**src/rtl/skip_table_loader.sv**
```systemverilog
// Skip-table loader: copies (PC, control) entry pairs from data memory into the
// fetch-stage skip table, or bulk-invalidates every entry.
//
// state       | meaning
// ------------+------------------------------------------------------------
// IDLE        | waiting for StartIn; command checked here
// RD_PC_REQ   | read request for entry word 0 (PC)
// RD_PC_WAIT  | waiting for PC read data
// RD_CTL_REQ  | read request for entry word 1 (control)
// RD_CTL_WAIT | waiting for control read data
// WR_INV      | write control word with valid cleared
// WR_PC       | write PC word
// WR_CTL      | write control word as read
// CLR         | invalidate one entry per cycle, idx 0..N-1
// DONE        | one-cycle completion pulse
module skip_table_loader #(
    parameter int unsigned SKIP_TABLE_SIZE = 16,
    parameter logic [31:0] TABLE_BLOCK_IDX = 32'hFFFF_FFFF
) (
    input  logic                                 ClockIn,
    input  logic                                 AsyncResetIn,
    input  logic                                 StartIn,
    input  logic                                 ClearModeIn,
    input  logic [31:0]                          SrcBaseIn,
    input  logic [$clog2(SKIP_TABLE_SIZE)-1:0]   StartIdxIn,
    input  logic [$clog2(SKIP_TABLE_SIZE):0]     EntryCountIn,
    output logic                                 MemReqOut,
    output logic [31:0]                          MemAddrOut,
    input  logic                                 MemReqReadyIn,
    input  logic                                 MemRespValidIn,
    input  logic [31:0]                          MemRespDataIn,
    output logic                                 WriteEnOut,
    output logic [31:0]                          WriteAddressOut,
    output logic [31:0]                          WriteDataOut,
    output logic                                 BusyOut,
    output logic                                 DoneOut,
    output logic                                 ErrorOut
);
    localparam int IW = $clog2(SKIP_TABLE_SIZE);
    localparam int BW = 32 - IW - 2;

    typedef enum logic [3:0] {
        IDLE, RD_PC_REQ, RD_PC_WAIT, RD_CTL_REQ, RD_CTL_WAIT,
        WR_INV, WR_PC, WR_CTL, CLR, DONE
    } state_t;

    state_t        state, state_nxt;
    logic [IW-1:0] idx;
    logic [IW:0]   remaining;
    logic [31:0]   rd_base;
    logic [31:0]   pc_q, ctl_q;
    logic [31:0]   wr_addr_q, wr_data_q;
    logic [31:0]   wr_addr, wr_data;
    logic          err_q;
    logic [IW+1:0] end_idx;
    logic          cmd_err;

    assign end_idx = {2'b00, StartIdxIn} + {1'b0, EntryCountIn};
    assign cmd_err = (SrcBaseIn[2:0] != 3'b000) || (end_idx > (IW+2)'(SKIP_TABLE_SIZE));

    // Word 1 of the current entry sits 4 bytes above the 8-byte-aligned base.
    assign MemAddrOut      = rd_base | {29'd0, (state == RD_CTL_REQ), 2'b00};
    assign WriteAddressOut = wr_addr;
    assign WriteDataOut    = wr_data;
    assign ErrorOut        = err_q;

    always_comb begin
        state_nxt  = state;
        MemReqOut  = 1'b0;
        WriteEnOut = 1'b0;
        DoneOut    = 1'b0;
        BusyOut    = (state != IDLE);
        wr_addr    = wr_addr_q;
        wr_data    = wr_data_q;
        case (state)
            IDLE: begin
                if (StartIn) begin
                    if (ClearModeIn)
                        state_nxt = CLR;
                    else if (!cmd_err)
                        state_nxt = (EntryCountIn == '0) ? DONE : RD_PC_REQ;
                end
            end
            RD_PC_REQ: begin
                MemReqOut = 1'b1;
                if (MemReqReadyIn) state_nxt = RD_PC_WAIT;
            end
            RD_PC_WAIT: if (MemRespValidIn) state_nxt = RD_CTL_REQ;
            RD_CTL_REQ: begin
                MemReqOut = 1'b1;
                if (MemReqReadyIn) state_nxt = RD_CTL_WAIT;
            end
            RD_CTL_WAIT: if (MemRespValidIn) state_nxt = WR_INV;
            WR_INV: begin
                // Invalidate first so the entry can never hit with a stale PC.
                WriteEnOut = 1'b1;
                wr_addr    = {TABLE_BLOCK_IDX[BW-1:0], 1'b0, idx, 1'b1};
                wr_data    = {1'b0, ctl_q[30:0]};
                state_nxt  = WR_PC;
            end
            WR_PC: begin
                WriteEnOut = 1'b1;
                wr_addr    = {TABLE_BLOCK_IDX[BW-1:0], 1'b0, idx, 1'b0};
                wr_data    = pc_q;
                state_nxt  = WR_CTL;
            end
            WR_CTL: begin
                WriteEnOut = 1'b1;
                wr_addr    = {TABLE_BLOCK_IDX[BW-1:0], 1'b0, idx, 1'b1};
                wr_data    = ctl_q;
                state_nxt  = (remaining == (IW+1)'(1)) ? DONE : RD_PC_REQ;
            end
            CLR: begin
                WriteEnOut = 1'b1;
                wr_addr    = {TABLE_BLOCK_IDX[BW-1:0], 1'b0, idx, 1'b1};
                wr_data    = 32'd0;
                if (idx == IW'(SKIP_TABLE_SIZE - 1)) state_nxt = DONE;
            end
            DONE: begin
                DoneOut   = 1'b1;
                state_nxt = IDLE;
            end
            default: state_nxt = IDLE;
        endcase
    end

    always_ff @(posedge ClockIn or negedge AsyncResetIn) begin
        if (!AsyncResetIn) begin
            state     <= IDLE;
            idx       <= '0;
            remaining <= '0;
            rd_base   <= '0;
            pc_q      <= '0;
            ctl_q     <= '0;
            wr_addr_q <= '0;
            wr_data_q <= '0;
            err_q     <= 1'b0;
        end else begin
            state     <= state_nxt;
            wr_addr_q <= wr_addr;
            wr_data_q <= wr_data;
            err_q     <= (state == IDLE) && StartIn && !ClearModeIn && cmd_err;
            case (state)
                IDLE: begin
                    if (StartIn) begin
                        idx       <= ClearModeIn ? '0 : StartIdxIn;
                        rd_base   <= SrcBaseIn;
                        remaining <= EntryCountIn;
                    end
                end
                RD_PC_WAIT:  if (MemRespValidIn) pc_q <= MemRespDataIn;
                RD_CTL_WAIT: if (MemRespValidIn) ctl_q <= MemRespDataIn;
                WR_CTL: begin
                    idx       <= idx + 1'b1;
                    rd_base   <= rd_base + 32'd8;
                    remaining <= remaining - 1'b1;
                end
                CLR: idx <= idx + 1'b1;
                default: ;
            endcase
        end
    end
endmodule

```
**config.mk**
```make
export PLATFORM = sky130hd
export DESIGN_NAME = skip_table_loader
export DESIGN_NICKNAME = d
export VERILOG_FILES = /design/src/rtl/skip_table_loader.sv
export SDC_FILE = /design/constraint.sdc
export NUM_CORES = 1
export LEC_CHECK = 0
export ABC_CLOCK_PERIOD_IN_PS = 1700
export CAP_MARGIN = 20
export CORE_ASPECT_RATIO = 0.7
export CORE_MARGIN = 2
export CORE_UTILIZATION = 46
export CTS_BUF_LIST = sky130_fd_sc_hd__clkbuf_16
export CTS_CLUSTER_DIAMETER = 30
export DETAILED_ROUTE_END_ITERATION = 6
export GPL_ROUTABILITY_DRIVEN = 0
export PLACE_DENSITY_LB_ADDON = 0.3
export SYNTH_ARGS = -nofsm -noshare
export SYNTH_HDL_FRONTEND = slang
export SYNTH_SLANG_ARGS = --single-unit
```
**constraint.sdc**
```tcl
create_clock -name ClockIn -period 1.7 [get_ports ClockIn]
set_input_delay 0.255 -clock ClockIn [delete_from_list [all_inputs] [get_ports ClockIn]]
set_output_delay 0.255 -clock ClockIn [all_outputs]
set_load 0.05 [all_outputs]
```
# Word level (Yosys, flattened, before mapping)
# Cells that the tools add are included.
# Widths: inputs -> output; s select.
dict set report word_totals {
  output_inout_bits 101
  reg_bits 174
}
dict set report classes {
  n_eq_ne 18
  reduce_logical 20
  bitwise 1
  n_mux 23
  n_lt_le_gt_ge 1
  add_sub_neg 4
}
# operator count
set ops {}
lappend ops {{$pmux 32 s2} 2}
lappend ops {{$pmux 32 s4} 1}
lappend ops {{$mux 4} 12}
lappend ops {{$pmux 4 s9} 1}
lappend ops {{$add 32x4->32 const B} 1}
lappend ops {{$mux 32} 1}
lappend ops {{$or 32x3->32} 1}
lappend ops {{$eq 4x3->1 const B} 4}
lappend ops {{$eq 4x4->1 const B} 3}
lappend ops {{$ne 2x2->1 const B} 6}
lappend ops {{$pmux 5 s2} 1}
lappend ops {{$eq 4x2->1 const B} 2}
lappend ops {{$pmux 4 s2} 1}
lappend ops {{$reduce_and 2->1} 4}
lappend ops {{$reduce_and 7->1} 1}
lappend ops {{$add 4x5->6} 1}
lappend ops {{$gt 6x5->1 const B} 1}
lappend ops {{$eq 5x1->1 const B} 1}
lappend ops {{$logic_not 5->1} 1}
lappend ops {{$mux 5} 1}
lappend ops {{$sub 5x1->5 const B} 1}
lappend ops {{$add 4x1->4 const B} 1}
lappend ops {{$eq 4x1->1 const B} 1}
lappend ops {{$logic_not 4->1} 1}
lappend ops {{other kinds (11)} 17}

# Depth between registers and ports, before layout
# Gate-level depths: netlist (run 1).
dict set report logic_depth {
  word_depth 7
  ltp_mapped 8
}

# Least setup slack after synthesis (run 1)
# OpenSTA, ideal clock, no wires.
dict set report synth_timing {
  path_type {reg-to-output}
  start {reg state[3]}
  end {out WriteAddressOut[3]}
  n_path_buf 3
  setup_slack_ns -0.888
  arrival_ns 2.333
  path_stages_with_launch 7
  t_required_ns 1.445
  path_cell_list {dfrtp_1 -> buf_2 -> nor2b_1 -> a21oi_1 -> buf_2 -> buf_2 -> o21ai_0}
}
dict set report synth_between {
  elab_chain_cells 3
}
# item line_no
set synth_lines {}
lappend synth_lines {{start, declared} 47} ;# state_t state, state_nxt;
lappend synth_lines {{start signal, assigned} 139} ;# state <= state_nxt;
lappend synth_lines {{$eq 4x3->1 or $eq 4x4->1 (tied branches)} 75} ;# case (state)
lappend synth_lines {{$reduce_or 3->1 (no line)} n/a}
lappend synth_lines {{$pmux 32 s2 (*)} 75}
lappend synth_lines {{end, declared} 33} ;# output logic [31:0] WriteAddressOut,
# Every way passes the cells marked *; elsewhere a longest branch is shown, timed or not.

# Worst setup path after layout (run 1)
dict set report layout_timing {
  start {reg state[3]}
  end {out WriteDataOut[13]}
}
dict set report layout_between {
  elab_chain_cells 2
}
# item line_no
set layout_lines {}
lappend layout_lines {{$eq 4x4->1 or $eq 4x3->1 (tied branches)} 75}
lappend layout_lines {{$pmux 32 s4 (*)} 75}
lappend layout_lines {{end, declared} 34} ;# output logic [31:0] WriteDataOut,
# Marks and branches as above.

==> out/summary.log, run 1 <==
qor: pwr.power.combinational.fraction 0.583
qor: sta.rsz0062_at_grt true
qor: clock_tree.clock_tree.root_cell clkbuf_16
qor: floorplanning.die-area 18120 µm²
qor: place.port_buffers 179
qor: floorplanning.fp_rows 39
qor: detailed_routing.drt_first_iter_violations 662
qor: finish.layout.core_utilization 0.7752
qor: worst_setup_path.worst-r2r-setup-slack -0.39 ns
qor: finish.final-seq-area 4357 µm²
qor: finish.layout.cells.non_filler 1218
qor: pwr.p_switching 11040 µW
qor: synthesis.synth-main-ff-cell dfrtp_1
qor: worst_setup_path.timing.critical_path.from state[3]$_DFFE_PN0P_
qor: sta.setup_slack_after_layout -0.7368 ns
qor: floorplanning.ios 180
qor: sta.achievable-frequency 0.4104 GHz
qor: finish.num-fill-cells 981
qor: floorplanning.floorplan.core_area 16490 µm²
qor: worst_setup_path.critical_path_fanouts_max 8
qor: worst_setup_path.start_kind register
qor: synthesis.synthCells 678
qor: synthesis.ys_seq_area_frac 0.5553
qor: worst_setup_path.cp.required 1.44 ns
qor: place.placed_cells_incl_taps 1143
qor: clock_tree.worst_skew_pair.late_latency 0.44 ns
qor: sta.hold_violations 0
qor: worst_setup_path.crit_end WriteDataOut[13]
qor: detailed_routing.first_pass_iters 6
qor: status.violated_checks setup timing
qor: sta.final.setup.tns -59.13 ns
qor: clock_tree.worst_setup_hold_path_clk_slew 0.08 ns
qor: global_routing.grt_first_pass_wirelength 39100 µm
qor: finish.area_growth_syn_to_layout 63.06%
qor: job.timing.max_cap.violations 0
qor: global_routing.first_global_vias 7323
qor: synthesis.synth_edf_count 0
qor: sta.clock_skews 0.01709 ns
qor: finish.final_layout_size_suffix_gt1_frac 0.5298
qor: worst_setup_path.path_class reg2out
qor: sta.slew_viol_final 0
qor: detailed_routing.final_antenna_violating_net_count 0
qor: synthesis.yosys_register_bits 174
qor: worst_setup_path.crit_path_end_kind output port
qor: global_routing.grt_max_degree 57
qor: pwr.power.share.sequential 0.264
qor: pwr.share_clk_of_total_power 0.153
qor: clock_tree.cts_tree done
qor: synthesis.yosysUniqueCellTypes 67
qor: floorplanning.dieWidth 160.1 µm
qor: clock_tree.tritoncts_buffers 17
qor: worst_setup_path.reg2regPathDepth 12
qor: worst_setup_path.timing.critical_path.arrival 2.18 ns
qor: pwr.power_per_cell_area 2025 nW/µm²
qor: clock_tree.clock_tree.htree_level_count 4
qor: floorplanning.die_height 113.2 µm
qor: detailed_routing.post_drt_wl_per_cell 21.08 µm
qor: pwr.p_leak 0.005792 µW
qor: detailed_routing.via_count 6997
qor: sta.final-setup-viol-count 176
qor: detailed_routing.routed_wl 25680 µm
qor: worst_setup_path.startpoint_of_the_lowest_slack_register_to_register_path state[3]$_DFFE_PN0P_
qor: finish.nets 1066
qor: sta.post-route-period-util 1.433
qor: pwr.power.internal 14860 µW
qor: floorplanning.initial_core_utilization 0.4754
qor: worst_setup_path.regToRegEndpoint rd_base[16]$_DFFE_PN0P_
qor: sta.worst_case_headroom_to_the_max_slew_limit 0.7275
qor: global_routing.globalRoute.totalOverflow 0
qor: synthesis.synth_async_sr_flop_share 1.000
qor: clock_tree.numClockSinks 174
qor: status.outcome finished, violations left
qor: global_routing.grt_util_all_layers 0.2762
qor: sta.tightest_slew 0.4087 ns
qor: detailed_routing.via_per_inst 5.745
qor: sta.fin_crit 2.437 ns
qor: min_path.hold_path_class in2async
qor: synthesis.netlist_area 7841 µm²
qor: pwr.ir_worst_vdd 1.128 mV
qor: synthesis.synthesis.area_per_instance 11.57 µm²
qor: global_routing.grt_antenna_before_repair 2
qor: pwr.switching_share 0.4262
qor: finish.area_of_the_multi_input_gates 3468 µm²
qor: synthesis.mappedNetlistNets 766
qor: clock_tree.cts_buffer_depth 2
qor: detailed_routing.post-route-drc-count 0
qor: place.dp_hpwl 15700 µm
qor: synthesis.yosys_warnings 0
[power by group through the flow]
| stage | sequential (µW) | clock [µW] | combinational, µW |
|---|---|---|---|
| 2_1_floorplan | 6650 | 0 | 7780 |
| 3_3_place_gp | 6650 | 0 | 12600 |
| 3_5_place_dp | 6800 | 0 | 12900 |
| 4_1_cts | 6770 | 3990 | 14500 |
| 5_1_grt | 6970 | 4240 | 15800 |
| 6_report | 6840 | 3960 | 15100 |
[final cells by class]
cell class	count	area share
multi-input cells	390	0.2713
inverters	42	0.01233
well taps	225	0.02202
clock inverters	15	0.01390
repair buffers	353	0.3061
clock buffers	17	0.03327
flip-flops and latches	174	0.3407
diodes	2	0.0003914
[metrics by stage]
| stage | hold slack (ns) | area, µm² | power, µW | worst slack, ns |
|---|---|---|---|---|
| after floorplan | -0.04059 | 8070 | 14430 | -0.1381 |
| after global placement | 0.1768 | 11070 | 19230 | -0.5990 |
| after detailed placement | 0.1787 | 11070 | 19720 | -0.6630 |
| after CTS | 0.2654 | 12570 | 25300 | -0.6790 |
| after global routing | 0.2959 | 12790 | 26980 | -0.8071 |
| final | 0.2927 | 12790 | 25890 | -0.7368 |
[registers in the layout, summed over array words and instances, names as in the netlist]
signal     cells
state          4
rd_base       32
ctl_q         32
wr_data_q     32
pc_q          32
wr_addr_q     32
idx            4
remaining      5
ErrorOut       1
[synth_stat cells, types with 8 or more instances]
cell | n | area share
mux2_2 | 67 | 0.096
buf_2 | 18 | 0.011
nand4_1 | 8 | 0.0064
dfrtp_1 | 174 | 0.56
o22ai_1 | 9 | 0.0072
inv_1 | 42 | 0.020
buf_4 | 34 | 0.033
a211oi_1 | 12 | 0.011
nor3_1 | 13 | 0.0083
nand3_1 | 10 | 0.0064
a21oi_1 | 28 | 0.018
ha_1 | 8 | 0.013
nor2_1 | 38 | 0.018
nand2_1 | 37 | 0.018
a222oi_1 | 32 | 0.041
o21ai_0 | 16 | 0.010
nand2b_1 | 31 | 0.025
clkbuf_1 | 16 | 0.0077
[logic make-up after synthesis]
kind of cell | Yosys count | share of synthesized area
buffers and inverters | 114 | 0.07659
adder cells (fa/ha/maj) | 9 | 0.01532
AO/OA/AOI/OAI | 136 | 0.1320
flip-flops | 174 | 0.5553
AND/OR/NAND/NOR | 175 | 0.1213
multiplexers | 67 | 0.09622
XOR/XNOR | 3 | 0.003351
[critical path, stage by stage, from the launching register on]
cell and delay, ns:
dfrtp_1 0.37, buf_6 0.13, nand2b_4 0.15, buf_6 0.11, nor3b_4 0.04, buf_12 0.13, buf_12 0.14, a222oi_1 0.38
inv_2 0.12, buf_12 0.17
[cells in the final DEF (no fill, tap or decap), drive strengths merged, types with 5 or more instances in the layout]
cell	Yosys	routed
buf	56	272
dfrtp	174	174
clkdlybuf4s50	0	69
mux2	67	67
inv	42	46
nor2	39	39
nand2	37	37
a222oi	32	32
nand2b	31	31
a21oi	29	29
clkbuf	16	20
o21ai	17	17
nor3	15	15
a211oi	12	12
nand3	12	12
clkinv	0	10
o22ai	9	9
nand4	8	8
ha	8	8
dlygate4sd2	0	7
or3	6	6
and3	5	5
nor4	5	5
o211ai	5	5
[routing by layer]
metal / up-vias / GRT usage / part of all wire
met5: - / 0 / 0
met4: 0 / 0.1069 / 0.027
met3: 66 / 0.05352 / 0.069
met2: 376 / 0.4597 / 0.49
met1: 3510 / 0.3621 / 0.42
li1: 3045 / - / -
[how the worst min path moves through the flow]
stage	slack, ns	from	endpoint
6_report	0.29	AsyncResetIn	rd_base[28]$_DFFE_PN0P_
5_1_grt	0.30	StartIdxIn[0]	idx[0]$_DFFE_PN0P_
4_1_cts	0.27	StartIdxIn[0]	idx[0]$_DFFE_PN0P_
3_5_place_dp	0.18	AsyncResetIn	rd_base[28]$_DFFE_PN0P_
3_3_place_gp	0.18	AsyncResetIn	rd_base[25]$_DFFE_PN0P_
2_1_floorplan	-0.04	AsyncResetIn	ErrorOut$_DFF_PN0_
[repair_timing]
action	in CTS	in global routing
setup endpoints to repair	167	199
setup buffers	30	7
pin swaps	61	18
gates resized for setup	169	20
cloned	2	4
hold buffers	1	0
endpoints found under the hold margin	30	0
Note: power is estimated with default switching activity, not from simulation.
==> run 2, diff against run 1 <==
--- a/config.mk
+++ b/config.mk
@@ -14,7 +14,8 @@
 export CTS_CLUSTER_DIAMETER = 30
 export DETAILED_ROUTE_END_ITERATION = 6
 export GPL_ROUTABILITY_DRIVEN = 0
-export PLACE_DENSITY_LB_ADDON = 0.3
+export PLACE_DENSITY = 0.76
+export RECOVER_POWER = 25
 export SYNTH_ARGS = -nofsm -noshare
 export SYNTH_HDL_FRONTEND = slang
 export SYNTH_SLANG_ARGS = --single-unit
==> run 2 against run 1 <==
  * The flow finishes with violations (DRC, setup timing)
  * Largest cell class unchanged
  * Sequential share of layout area increased by 0.68 points
  * Highest routed layer unchanged
  * Die area did not move
  * Register-to-register slack gained 0.08 ns
  * Clock power rose by 3%
==> out/summary.log, run 2 (synthesis results as in run 1) <==
qor: detailed_routing.post_drt_wl_per_cell 20.56 µm
qor: worst_setup_path.critical_path_fanouts_max 22
qor: pwr.p_leak 0.005662 µW
qor: sta.fin_crit 2.390 ns
qor: pwr.switching_share 0.4212
qor: clock_tree.cts_buffer_depth 2
qor: sta.rsz0062_at_grt true
qor: pwr.power.share.sequential 0.269
qor: clock_tree.clock_tree.htree_level_count 4
qor: global_routing.grt_first_pass_wirelength 38610 µm
qor: clock_tree.worst_skew_pair.late_latency 0.43 ns
qor: finish.layout.cells.non_filler 1212
qor: floorplanning.die-area 18120 µm²
qor: detailed_routing.post-route-drc-count 23
qor: worst_setup_path.cpLargestDelayFamily buffers and inverters
qor: detailed_routing.final_antenna_violating_net_count 0
qor: finish.area_growth_syn_to_layout 59.85%
qor: floorplanning.die_height 113.2 µm
qor: finish.final_layout_size_suffix_gt1_frac 0.5142
qor: global_routing.grt_max_degree 57
qor: finish.layout_common_cells dfrtp_1, buf_4, clkdlybuf4s50_1
qor: finish.num-fill-cells 1026
qor: detailed_routing.via_per_inst 5.688
qor: floorplanning.floorplan.core_area 16490 µm²
qor: detailed_routing.first_pass_iters 7
qor: worst_setup_path.critical_path.most_common_cell buf_12
qor: finish.layout.core_utilization 0.7600
qor: min_path.hold_path_class in2reg
qor: worst_setup_path.cp_cell_sequence buf_6 > nand2b_4 > nor2_2 > a21oi_4 > buf_12 > a222oi_1 > inv_2 > buf_12
qor: pwr.power.internal 14720 µW
qor: sta.achievable-frequency 0.4185 GHz
qor: status.violated_checks DRC, setup timing
qor: sta.tightest_slew 0.8695 ns
qor: sta.clock_skews 0.009446 ns
qor: pwr.p_switching 10710 µW
qor: finish.nets 1061
qor: worst_setup_path.crit_path_end_kind output port
qor: worst_setup_path.timing.critical_path.buf_inv 4
qor: finish.layout.cells.most_common dfrtp_1
qor: pwr.ir_worst_vdd 1.066 mV
qor: global_routing.first_global_vias 7144
qor: worst_setup_path.timing.critical_path.arrival 2.13 ns
qor: place.dp_hpwl 15820 µm
qor: worst_setup_path.critical_path.slowest_cell dfrtp_1
qor: pwr.power_per_cell_area 2029 nW/µm²
qor: sta.hold_violations 0
qor: sta.setup_slack_after_layout -0.6898 ns
qor: floorplanning.fp_rows 39
qor: sta.final-setup-viol-count 150
qor: clock_tree.tritoncts_buffers 17
qor: worst_setup_path.worst-r2r-setup-slack -0.31 ns
qor: place.placed_cells_incl_taps 1139
qor: finish.final_area 12530 µm²
qor: floorplanning.ios 180
qor: sta.post-route-period-util 1.406
qor: global_routing.grt_util_all_layers 0.2707
qor: sta.slew_viol_final 0
qor: detailed_routing.drt_first_iter_violations 724
qor: pwr.share_clk_of_total_power 0.160
qor: floorplanning.initial_core_utilization 0.4754
qor: pwr.totalPowerFinal 25440 µW
qor: clock_tree.numClockSinks 174
qor: clock_tree.worst_setup_hold_path_clk_slew 0.07 ns
qor: worst_setup_path.start_kind register
qor: floorplanning.dieWidth 160.1 µm
qor: worst_setup_path.cp.required 1.44 ns
qor: pwr.power.combinational.fraction 0.571
qor: place.port_buffers 179
qor: status.outcome finished, violations left
qor: sta.worst_case_headroom_to_the_max_slew_limit 0.4204
qor: clock_tree.cts_tree done
qor: global_routing.grt_antenna_before_repair 1
qor: global_routing.globalRoute.totalOverflow 0
qor: job.timing.max_cap.violations 0
qor: detailed_routing.via_count 6894
qor: detailed_routing.routed_wl 24920 µm
qor: worst_setup_path.path_class reg2out
qor: place.placedInstanceArea 11050 µm²
qor: worst_setup_path.slowest_delay 0.40 ns
qor: place.place_worst_setup_slack -0.6452 ns
qor: clock_tree.clock_tree.root_cell clkbuf_16
==> run 2: cell types whose count changed in the layout (fill, tap and decap cells not counted), moves of 3 or more <==
| cell | previous run | this run |
|---|---|---|
| buf_6 | 69 | 35 |
| clkinv_8 | 4 | 0 |
| nand3_2 | 5 | 2 |
| nand2_1 | 25 | 31 |
| nor2_4 | 8 | 5 |
| nand2_4 | 7 | 3 |
| buf_4 | 142 | 168 |
| nor2_1 | 25 | 29 |
==> run 2: metrics by stage <==
stage | hold WS [ns] | TNS [ns]
3_3_place_gp | 0.2783 | -22.29
5_1_grt | 0.2700 | -60.90
6_report | 0.2513 | -50.53
2_1_floorplan | -0.04059 | -8.035
4_1_cts | 0.2494 | -48.99
3_5_place_dp | 0.2826 | -27.74
==> run 2: worst register-to-register path, cell delays in order, from the launching register on <==
cell and delay [ns]:
dfrtp_1 0.40, buf_6 0.14, buf_6 0.11, buf_6 0.10, and4b_1 0.26, buf_4 0.13
buf_8 0.12, nand3_4 0.08, or3_4 0.37, o22ai_2 0.13, nor2_1 0.06
==> run 2: repair_timing <==
item                                    CTS  global route
endpoints found under the setup margin  162           180
gates resized for setup                 110            25
endpoints found under the hold margin    50             0
gates cloned                              4             1
pin swaps                                35            18
buffers inserted                         27             8
hold buffers                              1             0
==> run 2: power groups by stage <==
stage / sequential [µW] / combinational [µW] / clock [µW]
final: 6840 / 14500 / 4060
after global routing: 7010 / 15200 / 4290
after CTS: 6770 / 14000 / 4090
after detailed placement: 6820 / 12800 / 0
after global placement: 6650 / 12500 / 0
after floorplan: 6650 / 7780 / 0
==> run 2: final cells by class <==
| class | count | area [µm²] | area share |
|---|---|---|---|
| inverter | 42 | 157.7 | 0.01258 |
| clock buffer | 17 | 425.4 | 0.03394 |
| multi-input combinational | 390 | 3379 | 0.2696 |
| antenna | 1 | 2.502 | 0.0001996 |
| timing repair buffer | 348 | 3747 | 0.2990 |
| clock inverter | 15 | 183.9 | 0.01467 |
| sequential | 174 | 4357 | 0.3476 |
| tap | 225 | 281.5 | 0.02246 |
==> run 2: worst paths after layout <==
kind,start,to,depth (start not counted)
worst max-delay path,state[3]$_DFFE_PN0P_,WriteDataOut[8],8
worst min-delay path,StartIdxIn[0],idx[0]$_DFFE_PN0P_,3
worst max register to register,state[3]$_DFFE_PN0P_,rd_base[25]$_DFFE_PN0P_,10
worst min register to register,wr_addr_q[28]$_DFF_PN0_,wr_addr_q[28]$_DFF_PN0_,1
max in group asynchronous,AsyncResetIn,wr_addr_q[11]$_DFF_PN0_,3
min in group asynchronous,AsyncResetIn,rd_base[27]$_DFFE_PN0P_,2
==> run 2: layer usage <==
layer	GRT usage	wire, µm	vias to the layer above
met5	0	0	-
met1	0.3686	10440	3450
li1	-	-	3025
met4	0.08288	483	0
met2	0.4444	12230	367
met3	0.05279	1761	52
